## config.mk

```make
export PLATFORM = sky130hd
export DESIGN_NAME = jtframe_mister_shell_flat
export DESIGN_NICKNAME = d
export VERILOG_FILES = /design/src/rtl/jtframe_mister_shell_if.sv /design/src/rtl/jtframe_mister_shell.sv /design/src/flat_wrapper.sv
export SDC_FILE = /design/constraint.sdc
export NUM_CORES = 1
export LEC_CHECK = 0
export CAP_MARGIN = 20
export CORE_ASPECT_RATIO = 1.4
export CORE_MARGIN = 2
export CORE_UTILIZATION = 28
export DETAILED_ROUTE_END_ITERATION = 10
export HOLD_SLACK_MARGIN = 0.15
export PLACE_DENSITY = 0.67
export SETUP_SLACK_MARGIN = 0.1
export SYNTH_ARGS = -nofsm -noshare
export SYNTH_HDL_FRONTEND = slang
export SYNTH_SLANG_ARGS = --single-unit
```

## constraint.sdc

```tcl
create_clock -name clk_sys -period 3.25 [get_ports clk_sys]
set_input_delay 0.65 -clock clk_sys [delete_from_list [all_inputs] [get_ports clk_sys]]
set_output_delay 0.65 -clock clk_sys [all_outputs]
set_load 0.02 [all_outputs]
```

## src/rtl/jtframe_mister_shell_if.sv

```systemverilog
// jtframe_mister_shell_if
// ROM download bus between the HPS (hps_io) and the game-side SDRAM loader.
//   ioctl_download : HPS is streaming a ROM image
//   ioctl_wr       : one-cycle byte strobe
//   ioctl_addr     : byte address of the strobed byte
//   ioctl_data     : strobed byte
//   prog_addr      : 16-bit word address for the loader
//   prog_data      : byte to program
//   prog_mask      : active-low byte lane select (bit0 = low byte)
//   prog_we        : one-cycle program strobe
//   prog_rd        : loader read request (unused, always 0)
// master = HPS side, slave = the shell that converts bytes into word writes.
interface jtframe_mister_shell_if;
    logic        ioctl_download;
    logic        ioctl_wr;
    logic [21:0] ioctl_addr;
    logic [7:0]  ioctl_data;
    logic [21:0] prog_addr;
    logic [7:0]  prog_data;
    logic [1:0]  prog_mask;
    logic        prog_we;
    logic        prog_rd;

    modport master (
        output ioctl_download, ioctl_wr, ioctl_addr, ioctl_data,
        input  prog_addr, prog_data, prog_mask, prog_we, prog_rd
    );

    modport slave (
        input  ioctl_download, ioctl_wr, ioctl_addr, ioctl_data,
        output prog_addr, prog_data, prog_mask, prog_we, prog_rd
    );
endinterface

```

## src/rtl/jtframe_mister_shell.sv

```systemverilog
// jtframe_mister_shell
// Control shell between the MiSTer HPS interface and the game core.
// Supervises PLL lock, stretches system/game resets, decodes OSD status
// bits into DIP-style controls, maps HPS joystick words to active-low game
// inputs and turns the byte-wide ROM download into 16-bit word writes.
//
// Ports:
//   clk_sys, RESET        : sole clock, async active-high reset
//   pll_locked / pll_rst  : PLL lock input (2-flop synchronised) / reset request
//   status, buttons       : OSD status word, board buttons (bit1 = reset)
//   joystick_0/1          : HPS joystick words, active-high
//   bus                   : ROM download bus (slave side)
//   rst/rst_n, game_rst/game_rst_n : stretched resets
//   downloading, dwnld_busy: registered download flag
//   game_joystick1/2, game_coin, game_start, game_service : active-low inputs
//   enable_fm, enable_psg, dip_test, dip_pause, dip_flip, rotate,
//   dip_fxlevel, gfx_en, LED : decoded controls
//
// Build option: define JTFRAME_LOCKRST_EN to include the PLL lock-loss
// supervisor; without it pll_rst is tied low.
//
// The lock synchroniser starts at 0, so after RESET the system reset
// counter only begins once the synchronised lock arrives two cycles later.
module jtframe_mister_shell #(
    parameter int THREE_BUTTONS = 1,
    parameter int RST_CYCLES    = 255
) (
    input  logic        clk_sys,
    input  logic        RESET,
    input  logic        pll_locked,
    output logic        pll_rst,
    input  logic [31:0] status,
    input  logic [1:0]  buttons,
    input  logic [15:0] joystick_0,
    input  logic [15:0] joystick_1,
    jtframe_mister_shell_if.slave bus,
    output logic        rst,
    output logic        rst_n,
    output logic        game_rst,
    output logic        game_rst_n,
    output logic        downloading,
    output logic        dwnld_busy,
    output logic [9:0]  game_joystick1,
    output logic [9:0]  game_joystick2,
    output logic [1:0]  game_coin,
    output logic [1:0]  game_start,
    output logic        game_service,
    output logic        enable_fm,
    output logic        enable_psg,
    output logic        dip_test,
    output logic        dip_pause,
    output logic        dip_flip,
    output logic        rotate,
    output logic [1:0]  dip_fxlevel,
    output logic [3:0]  gfx_en,
    output logic        LED
);
    localparam logic [15:0] RST_LOAD  = 16'(RST_CYCLES);
    localparam logic [9:0]  BTN3_KILL = (THREE_BUTTONS == 0) ? 10'h040 : 10'h000;

    logic lockMeta_q, lockSync_q;
    logic [15:0] rstCnt_q, rstCnt_d, gameCnt_q, gameCnt_d;
    logic rst_q, rst_d, gameRst_q, gameRst_d;
    logic downloading_q, pause_q, pause_d;
    logic [1:0] pauseBtn_q;
    logic progWe_q, progWe_d;
    logic [21:0] progAddr_q;
    logic [7:0] progData_q;
    logic [1:0] progMask_q;
    logic [9:0] joy1_q, joy2_q;
    logic [1:0] coin_q, start_q, fxLevel_q;
    logic service_q, dipTest_q, enPsg_q, enFm_q, dipFlip_q, rotate_q;
    logic rstCause, gameCause, pauseRise;

    // Two-flop synchroniser for the asynchronous PLL lock signal
    always_ff @(posedge clk_sys or posedge RESET) begin
        if (RESET) begin
            lockMeta_q <= 1'b0;
            lockSync_q <= 1'b0;
        end else begin
            lockMeta_q <= pll_locked;
            lockSync_q <= lockMeta_q;
        end
    end

`ifdef JTFRAME_LOCKRST_EN
    logic [7:0] pllCnt_q, pllCnt_d;
    logic pllRst_q, pllRst_d, lastLocked_q;

    // A lock loss (re)arms a 256-cycle PLL reset pulse
    always_comb begin
        pllCnt_d = pllCnt_q;
        pllRst_d = pllRst_q;
        if (lastLocked_q && !lockSync_q) begin
            pllCnt_d = 8'hFF;
            pllRst_d = 1'b1;
        end else begin
            if (pllCnt_q != 8'd0) pllCnt_d = pllCnt_q - 8'd1;
            if (pllCnt_q == 8'd0) pllRst_d = 1'b0;
        end
    end

    always_ff @(posedge clk_sys or posedge RESET) begin
        if (RESET) begin
            pllCnt_q     <= 8'hD0;
            pllRst_q     <= 1'b0;
            lastLocked_q <= 1'b0;
        end else begin
            pllCnt_q     <= pllCnt_d;
            pllRst_q     <= pllRst_d;
            lastLocked_q <= lockSync_q;
        end
    end

    assign pll_rst = pllRst_q;
`else
    assign pll_rst = 1'b0;
`endif

    // Reset stretchers: a cause reloads the counter, the reset drops once the
    // counter has run down to zero after all causes are gone
    assign rstCause  = ~lockSync_q | status[0] | buttons[1];
    assign gameCause = rst_q | downloading_q;

    always_comb begin
        rstCnt_d  = rstCause  ? RST_LOAD : ((rstCnt_q  != 16'd0) ? rstCnt_q  - 16'd1 : 16'd0);
        gameCnt_d = gameCause ? RST_LOAD : ((gameCnt_q != 16'd0) ? gameCnt_q - 16'd1 : 16'd0);
        rst_d     = (rstCnt_d  != 16'd0);
        gameRst_d = (gameCnt_d != 16'd0);
    end

    // Pause toggles on a press of either player's pause button and is
    // forced off while a ROM loads or the system is in reset
    assign pauseRise = (joystick_0[12] & ~pauseBtn_q[0]) | (joystick_1[12] & ~pauseBtn_q[1]);

    always_comb begin
        pause_d = pause_q;
        if (downloading_q || rst_q) pause_d = 1'b0;
        else if (pauseRise)         pause_d = ~pause_q;
    end

    assign progWe_d = bus.ioctl_download & bus.ioctl_wr;

    always_ff @(posedge clk_sys or posedge RESET) begin
        if (RESET) begin
            rstCnt_q      <= RST_LOAD;
            gameCnt_q     <= RST_LOAD;
            rst_q         <= 1'b1;
            gameRst_q     <= 1'b1;
            downloading_q <= 1'b0;
            pause_q       <= 1'b0;
            pauseBtn_q    <= 2'b00;
            progWe_q      <= 1'b0;
            progAddr_q    <= 22'd0;
            progData_q    <= 8'd0;
            progMask_q    <= 2'b11;
        end else begin
            rstCnt_q      <= rstCnt_d;
            gameCnt_q     <= gameCnt_d;
            rst_q         <= rst_d;
            gameRst_q     <= gameRst_d;
            downloading_q <= bus.ioctl_download;
            pause_q       <= pause_d;
            pauseBtn_q    <= {joystick_1[12], joystick_0[12]};
            progWe_q      <= progWe_d;
            if (progWe_d) begin
                progAddr_q <= {1'b0, bus.ioctl_addr[21:1]};
                progData_q <= bus.ioctl_data;
                progMask_q <= bus.ioctl_addr[0] ? 2'b01 : 2'b10;
            end
        end
    end

    // Input mapping and DIP decode; reset values match an idle joystick and
    // an all-zero status word
    always_ff @(posedge clk_sys or posedge RESET) begin
        if (RESET) begin
            joy1_q    <= 10'h3FF;
            joy2_q    <= 10'h3FF;
            coin_q    <= 2'b11;
            start_q   <= 2'b11;
            service_q <= 1'b1;
            dipTest_q <= 1'b1;
            enPsg_q   <= 1'b1;
            enFm_q    <= 1'b1;
            fxLevel_q <= 2'b10;
            dipFlip_q <= 1'b0;
            rotate_q  <= 1'b1;
        end else begin
            joy1_q    <= ~joystick_0[9:0] | BTN3_KILL;
            joy2_q    <= ~joystick_1[9:0] | BTN3_KILL;
            coin_q    <= ~{joystick_1[11], joystick_0[11]};
            start_q   <= ~{joystick_1[10], joystick_0[10]};
            service_q <= ~joystick_0[13];
            dipTest_q <= ~status[6];
            enPsg_q   <= ~status[7];
            enFm_q    <= ~status[8];
            fxLevel_q <= status[11:10] ^ 2'b10;
            dipFlip_q <= status[12];
            rotate_q  <= ~status[13];
        end
    end

    logic unused;
    assign unused = ^{status[31:14], status[9], status[5:1], buttons[0],
                      joystick_0[15:14], joystick_1[15:13]};

    assign rst            = rst_q;
    assign rst_n          = ~rst_q;
    assign game_rst       = gameRst_q;
    assign game_rst_n     = ~gameRst_q;
    assign downloading    = downloading_q;
    assign dwnld_busy     = downloading_q;
    assign bus.prog_addr  = progAddr_q;
    assign bus.prog_data  = progData_q;
    assign bus.prog_mask  = progMask_q;
    assign bus.prog_we    = progWe_q;
    assign bus.prog_rd    = 1'b0;
    assign game_joystick1 = joy1_q;
    assign game_joystick2 = joy2_q;
    assign game_coin      = coin_q;
    assign game_start     = start_q;
    assign game_service   = service_q;
    assign dip_test       = dipTest_q;
    assign enable_psg     = enPsg_q;
    assign enable_fm      = enFm_q;
    assign dip_fxlevel    = fxLevel_q;
    assign dip_flip       = dipFlip_q;
    assign rotate         = rotate_q;
    assign dip_pause      = ~pause_q;
    assign gfx_en         = 4'hF;
    assign LED            = downloading_q | pause_q;
endmodule

```

## src/flat_wrapper.sv

```systemverilog
// flat-port wrapper written by rule: the top's interface ports become plain ports
module jtframe_mister_shell_flat 
#(
    parameter int THREE_BUTTONS = 1,
    parameter int RST_CYCLES    = 255
)
  (clk_sys, RESET, pll_locked, pll_rst, status, buttons, joystick_0, joystick_1, rst, rst_n, game_rst, game_rst_n, downloading, dwnld_busy, game_joystick1, game_joystick2, game_coin, game_start, game_service, enable_fm, enable_psg, dip_test, dip_pause, dip_flip, rotate, dip_fxlevel, gfx_en, LED, bus_ioctl_download, bus_ioctl_wr, bus_ioctl_addr, bus_ioctl_data, bus_prog_addr, bus_prog_data, bus_prog_mask, bus_prog_we, bus_prog_rd);
  jtframe_mister_shell_if bus_i ();
  input  logic clk_sys;
  input  logic RESET;
  input  logic pll_locked;
  output logic pll_rst;
  input  logic [31:0] status;
  input  logic [1:0] buttons;
  input  logic [15:0] joystick_0;
  input  logic [15:0] joystick_1;
  output logic rst;
  output logic rst_n;
  output logic game_rst;
  output logic game_rst_n;
  output logic downloading;
  output logic dwnld_busy;
  output logic [9:0] game_joystick1;
  output logic [9:0] game_joystick2;
  output logic [1:0] game_coin;
  output logic [1:0] game_start;
  output logic game_service;
  output logic enable_fm;
  output logic enable_psg;
  output logic dip_test;
  output logic dip_pause;
  output logic dip_flip;
  output logic rotate;
  output logic [1:0] dip_fxlevel;
  output logic [3:0] gfx_en;
  output logic LED;
  input wire logic [$bits(bus_i.ioctl_download)-1:0] bus_ioctl_download;
  input wire logic [$bits(bus_i.ioctl_wr)-1:0] bus_ioctl_wr;
  input wire logic [$bits(bus_i.ioctl_addr)-1:0] bus_ioctl_addr;
  input wire logic [$bits(bus_i.ioctl_data)-1:0] bus_ioctl_data;
  output wire logic [$bits(bus_i.prog_addr)-1:0] bus_prog_addr;
  output wire logic [$bits(bus_i.prog_data)-1:0] bus_prog_data;
  output wire logic [$bits(bus_i.prog_mask)-1:0] bus_prog_mask;
  output wire logic [$bits(bus_i.prog_we)-1:0] bus_prog_we;
  output wire logic [$bits(bus_i.prog_rd)-1:0] bus_prog_rd;
  assign bus_i.ioctl_download = bus_ioctl_download;
  assign bus_i.ioctl_wr = bus_ioctl_wr;
  assign bus_i.ioctl_addr = bus_ioctl_addr;
  assign bus_i.ioctl_data = bus_ioctl_data;
  assign bus_prog_addr = bus_i.prog_addr;
  assign bus_prog_data = bus_i.prog_data;
  assign bus_prog_mask = bus_i.prog_mask;
  assign bus_prog_we = bus_i.prog_we;
  assign bus_prog_rd = bus_i.prog_rd;
  jtframe_mister_shell #(.THREE_BUTTONS(THREE_BUTTONS), .RST_CYCLES(RST_CYCLES)) u_core (.clk_sys(clk_sys), .RESET(RESET), .pll_locked(pll_locked), .pll_rst(pll_rst), .status(status), .buttons(buttons), .joystick_0(joystick_0), .joystick_1(joystick_1), .bus(bus_i), .rst(rst), .rst_n(rst_n), .game_rst(game_rst), .game_rst_n(game_rst_n), .downloading(downloading), .dwnld_busy(dwnld_busy), .game_joystick1(game_joystick1), .game_joystick2(game_joystick2), .game_coin(game_coin), .game_start(game_start), .game_service(game_service), .enable_fm(enable_fm), .enable_psg(enable_psg), .dip_test(dip_test), .dip_pause(dip_pause), .dip_flip(dip_flip), .rotate(rotate), .dip_fxlevel(dip_fxlevel), .gfx_en(gfx_en), .LED(LED));
endmodule
```

Yosys cells after proc, flatten, opt, wreduce, memory -nomap -nowiden
Index checks and enable logic that the tools add are counted.
Operators by class
  reduce and logical (&&, ||, !) cells: 6
  muxes and demuxes: 7
  bitwise gates (word level): 24
  $add $sub $neg: 2
Operators by type and width (number)
  16-bit 2-to-1 mux: 4
  16-bit nonzero test: 4
  16-bit by 1-bit subtractor with 16-bit output, second input constant: 2
  10-bit inverter: 2
  1-bit inverter: 12
  1-bit OR: 5
  2-bit inverter: 2
  1-bit bitwise AND: 3
  1-bit 2-to-1 mux: 2
  2-bit 2-to-1 mux: 1
  2-bit nonzero test: 1
  1-bit logical OR: 1
Storage, ports and cells
  flip-flop bits (word level): 104
  input bits: 101
  logic and storage cells: 63

Longest topological paths before layout
  depth in word-level cells: 5
  depth in mapped cells: 10
  gate-level depth less buffers: 8

Worst setup path before layout
Ideal clock, no wire load.
  kind: reg2reg
  from: register u_core.rstCnt_q[3]
  to: register u_core.rst_q, in the netlist u_core.rst
  setup slack: 0.849 ns
  setup time: 0.088 ns
  arrival time: 2.313 ns
  clock period less this slack: 2.401 ns
  path buffers: 1
  stages on the path, launching flop included: 8
  required time: 3.162 ns
  cell sequence: dfstp_2 or4_4 nor3_4 and2b_1 buf_6 o21ai_2 or4_1 or3_1
Between the ends
  word-level cells in the longest chain between the ends: 4
Ends and longest elaborated chain
  from (decl): RTL line jtframe_mister_shell.sv:62  | logic [15:0] rstCnt_q, rstCnt_d, gameCnt_q, gameCnt_d;
  from (signal assigned): RTL line jtframe_mister_shell.sv:158  | rstCnt_q <= rstCnt_d;
  16-bit by 1-bit subtractor with 16-bit output / 16-bit nonzero test (equally long branches): RTL line jtframe_mister_shell.sv:126  | rstCnt_d = rstCause ? RST_LOAD : ((rstCnt_q != 16'd0) ? rstCnt_q - 16'd1 : 16'd0);
  16-bit 2-to-1 mux (*) (2 in series): RTL line jtframe_mister_shell.sv:126
  named net u_core.rstCnt_d[4]: RTL line jtframe_mister_shell.sv:62
  16-bit nonzero test (*): RTL line jtframe_mister_shell.sv:128  | rst_d = (rstCnt_d != 16'd0);
  named net u_core.rst_d: RTL line jtframe_mister_shell.sv:63  | logic rst_q, rst_d, gameRst_q, gameRst_d;
  to (signal assigned): RTL line jtframe_mister_shell.sv:160  | rst_q <= rst_d;
  to (decl): RTL line jtframe_mister_shell.sv:63
The timed path passes the listed nets; every way through them passes the cells marked *.
A chain may end at the register's enable or synchronous reset.

Worst setup path after layout
Same ends and word-level chain as after synthesis.

==> summary.txt <==
RUN STATUS
------------------------------------------------------------------------------
Status                                                               completed

CRITICAL PATH
------------------------------------------------------------------------------
Worst EP arrival                                                       2960 ps
Worst flop-to-flop path startpoint                                u_core.rstCnt_q[3]
Critical Path Fanout Max                                                     9
Critical path data required time                                       3520 ps
Internal reg-to-reg setup slack                                         560 ps
CP endpoint kind                                                     flip-flop
Critical path class                                               flip-flop to flip-flop
Critical Path Start                                               u_core.rstCnt_q[3]
Worst reg2reg path endpoint                                         u_core.rst
Number of cells on the worst reg-to-reg path                                 6
Timing endpoint of the critical path                                u_core.rst
Type of element launching the critical path                          flip-flop

GLOBAL ROUTING
------------------------------------------------------------------------------
First-pass GRT wire length                                            15100 µm
GRT Overall Usage                                                        11.9%
Initial antenna violation count                                              0
Global-route congestion overflow total                                       0
Number of global-route vias before repair                                 3115
Largest net degree at the start of global routing                          103

SYNTHESIS
------------------------------------------------------------------------------
Flip-flop and latch count after synthesis                                  104
Synth area leader                                                 sky130_fd_sc_hd__dfrtp_1
Dominant cells by area after synthesis                            sky130_fd_sc_hd__dfrtp_1 32%, sky130_fd_sc_hd__dfstp_2 31%, sky130_fd_sc_hd__mux2_2 7.9%
Mean instance size in the synthesized netlist                         12.1 µm²
Number of instances in the synthesized netlist                             350
Synth top area share                                                     31.8%
Async S/R FF share, synth                                                 100%
Synth warnings                                                               0
Predominant post-synthesis flop cell                              sky130_fd_sc_hd__dfrtp_1
Register area share after synthesis                                      62.7%
Syn Std Cell Area                                                     4250 µm²
Netlist cell types                                                          50
Number of flops mapped to enable cells by yosys                              0

ROUTING
------------------------------------------------------------------------------
Detail-routed net length per standard cell                             13.5 µm
Starting DRC count in detailed routing                                     144
DR vias                                                                   3002
Post-detailed-route DRC marker count                                         0
Drt first pass iters                                                         4
Routed vias/inst                                                          4.36
Post-DRT Antenna Nets                                                        0
DRT Wirelength                                                         9310 µm

TIMING
------------------------------------------------------------------------------
Endpoints failing hold                                                       0
Max Slew Vio Count                                                           0
Final worst path period need                                           2690 ps
Share of the clock period used by the worst path                         82.8%
Measured slew at the worst slew-check pin                               677 ps
Setup Skew                                                             11.7 ps
Number of failing setup endpoints in the final timing report                 0
Max Clk Rate                                                           372 MHz
Setup repair after global routing missed its margin                      false
Relative slew margins                                                    54.7%
Setup TNS                                                                 0 ps

LAYOUT
------------------------------------------------------------------------------
Count of filler cells inserted in the layout                              1413
Post-layout util                                                         41.5%
Sequential cell area                                                  2670 µm²
Final nets                                                                 594
Layout cells sized above 1                                               22.0%
Number of antenna repair diodes                                              0
Final design area excluding fillers                                   6180 µm²
Area growth from synthesis to final layout                               45.5%
Area of the multi-input gates                                         1330 µm²

FLOORPLAN
------------------------------------------------------------------------------
Cell Rows                                                                   53
Chip Height                                                             150 µm
Starting Density                                                         28.5%
Full die area                                                        16200 µm²
CORE AREA                                                            14900 µm²
Width of the die                                                        108 µm
Count of pins on the block boundary                                        180

PLACED DESIGN
------------------------------------------------------------------------------
Placement-stage cell area                                             5870 µm²
Detailed Place HPWL                                                    6830 µm
Gpl congestion                                                           0.741
Number of buffer cells added on primary ports                              142

PWR
------------------------------------------------------------------------------
Peak VDD IR                                                         0.000270 V
Leakage power                                                          2.57 nW
Total power per unit cell area                                      491 nW/µm²
Total power                                                            3.04 mW

CLOCK NETWORK
------------------------------------------------------------------------------
CTS root buf                                                      sky130_fd_sc_hd__clkbuf_16
Number of clock buffers inserted by TritonCTS                                9
Clock tree from TritonCTS                                                  yes
CTS clock-pin slew for the worst setup and hold paths                    90 ps
Level count of the clock H-tree                                              3
Clock latency reported for the late side of the worst-skew pair         350 ps
Num Clock Sinks                                                            104
Number of instances resized during post-cts repair                           0
Clock buffer depth                                                           2
Post-CTS setup repair buffer count                                           0
Hold buffers post-CTS                                                        0

MIN PATH
------------------------------------------------------------------------------
Hold Crit Class                                                   flip-flop to flip-flop
Start point of the worst hold path                                u_core.lockMeta_q

FLOW RUN
------------------------------------------------------------------------------
Max-Cap Viols                                                                0

[synthesized netlist by cell type, types with 2 or more instances]
cell and number:
sky130_fd_sc_hd__a21boi_1 2, sky130_fd_sc_hd__a21oi_1 2, sky130_fd_sc_hd__a31oi_1 3, sky130_fd_sc_hd__and2_1 2, sky130_fd_sc_hd__buf_1 2, sky130_fd_sc_hd__buf_4 8
sky130_fd_sc_hd__clkbuf_1 7, sky130_fd_sc_hd__conb_1 2, sky130_fd_sc_hd__dfrtp_1 54, sky130_fd_sc_hd__dfstp_2 50, sky130_fd_sc_hd__ha_1 2, sky130_fd_sc_hd__inv_1 42
sky130_fd_sc_hd__mux2_2 30, sky130_fd_sc_hd__nand2_1 12, sky130_fd_sc_hd__nand2b_1 4, sky130_fd_sc_hd__nand3_1 3, sky130_fd_sc_hd__nand3b_1 2, sky130_fd_sc_hd__nand4b_1 2
sky130_fd_sc_hd__nor2_1 24, sky130_fd_sc_hd__nor3_1 12, sky130_fd_sc_hd__nor3_2 2, sky130_fd_sc_hd__nor4_1 8, sky130_fd_sc_hd__o21a_1 2, sky130_fd_sc_hd__o21ai_0 5
sky130_fd_sc_hd__o21ai_1 15, sky130_fd_sc_hd__or3_1 8, sky130_fd_sc_hd__or4_1 2, sky130_fd_sc_hd__xnor2_1 18, sky130_fd_sc_hd__xor2_1 4
[flip-flops by register name (all words and copies together) (netlist names), 2 cells and up]
register               cells
u_core.rstCnt_q           16
u_core.dip_fxlevel         2
u_core.game_coin           2
u_core.game_joystick1     10
u_core.gameCnt_q          16
u_core.game_start          2
u_core.bus.prog_mask       2
u_core.game_joystick2     10
u_core.pauseBtn_q          2
u_core.bus.prog_addr      21
u_core.bus.prog_data       8
[how the worst min path moves through the flow]
stage                                    to  slack [ps]  cells past startpoint
after global placement    u_core.lockSync_q         340                      0
after detailed placement  u_core.lockSync_q         340                      0
after floorplan           u_core.lockSync_q         330                      0
after global routing      u_core.lockSync_q         370                      0
after CTS                 u_core.lockSync_q         360                      0
final                     u_core.lockSync_q         360                      0
[where the power goes]
group          internal (mW)  total [mW]  switching (mW)
clock network          0.565        1.13           0.563
logic                  0.262       0.479           0.217
registers               1.39        1.43          0.0386
[final cells by class]
type                            count  share of cell area [%]
Tap cell                          192                    3.88
Inverter                           42                    2.61
Timing Repair Buffer              145                    23.8
Clock buffer                        9                    3.64
Sequential cell                   104                    43.1
Clock inverter                      7                    1.48
Multi-Input combinational cell    189                    21.5
[cell families after synthesis]
family	share of synthesized area (%)
AND/OR/NAND/NOR	12.5
multiplexers	8.18
other	0.177
flip-flops	62.7
adder cells (fa/ha/maj)	0.588
AO/OA/AOI/OAI	4.91
XOR/XNOR	4.53
buffers and inverters	6.42
[stage by stage]
| step | hold slack (ps) | cells | setup slack, ps |
|---|---|---|---|
| 2_1_floorplan | 331 | 355 | 849 |
| 3_3_place_gp | 340 | 672 | 602 |
| 3_5_place_dp | 338 | 672 | 562 |
| 4_1_cts | 359 | 688 | 572 |
| 5_1_grt | 372 | 688 | 457 |
| 6_report | 358 | 688 | 559 |
[routing by layer]
layer	GRT usage (%)	wire length, µm
met5	0	0
met4	4.42	160
met1	14.5	3860
met3	4.79	746
met2	18.9	4540
[cells in the final DEF, fill, tap and decap left out, types with 4 or more instances in the layout]
cell,count
sky130_fd_sc_hd__xor2_1,4
sky130_fd_sc_hd__clkdlybuf4s50_1,142
sky130_fd_sc_hd__nor3_1,12
sky130_fd_sc_hd__xnor2_1,18
sky130_fd_sc_hd__inv_1,41
sky130_fd_sc_hd__o21ai_1,15
sky130_fd_sc_hd__nand2_1,12
sky130_fd_sc_hd__or3_1,8
sky130_fd_sc_hd__dfrtp_1,54
sky130_fd_sc_hd__nand2b_1,4
sky130_fd_sc_hd__clkbuf_16,9
sky130_fd_sc_hd__nor4_1,8
sky130_fd_sc_hd__conb_1,7
sky130_fd_sc_hd__mux2_2,30
sky130_fd_sc_hd__nor2_1,24
sky130_fd_sc_hd__o21ai_0,5
sky130_fd_sc_hd__dfstp_2,50
[critical path, cell delays in order (launching register included)]
cell and delay (ps):
sky130_fd_sc_hd__dfstp_2 400, sky130_fd_sc_hd__or4_4 570, sky130_fd_sc_hd__nor3_4 300, sky130_fd_sc_hd__and2b_1 380, sky130_fd_sc_hd__o21ai_2 110, sky130_fd_sc_hd__or4_1 500, sky130_fd_sc_hd__or3_1 360
No activity file was read; power rests on OpenSTA's default activity.
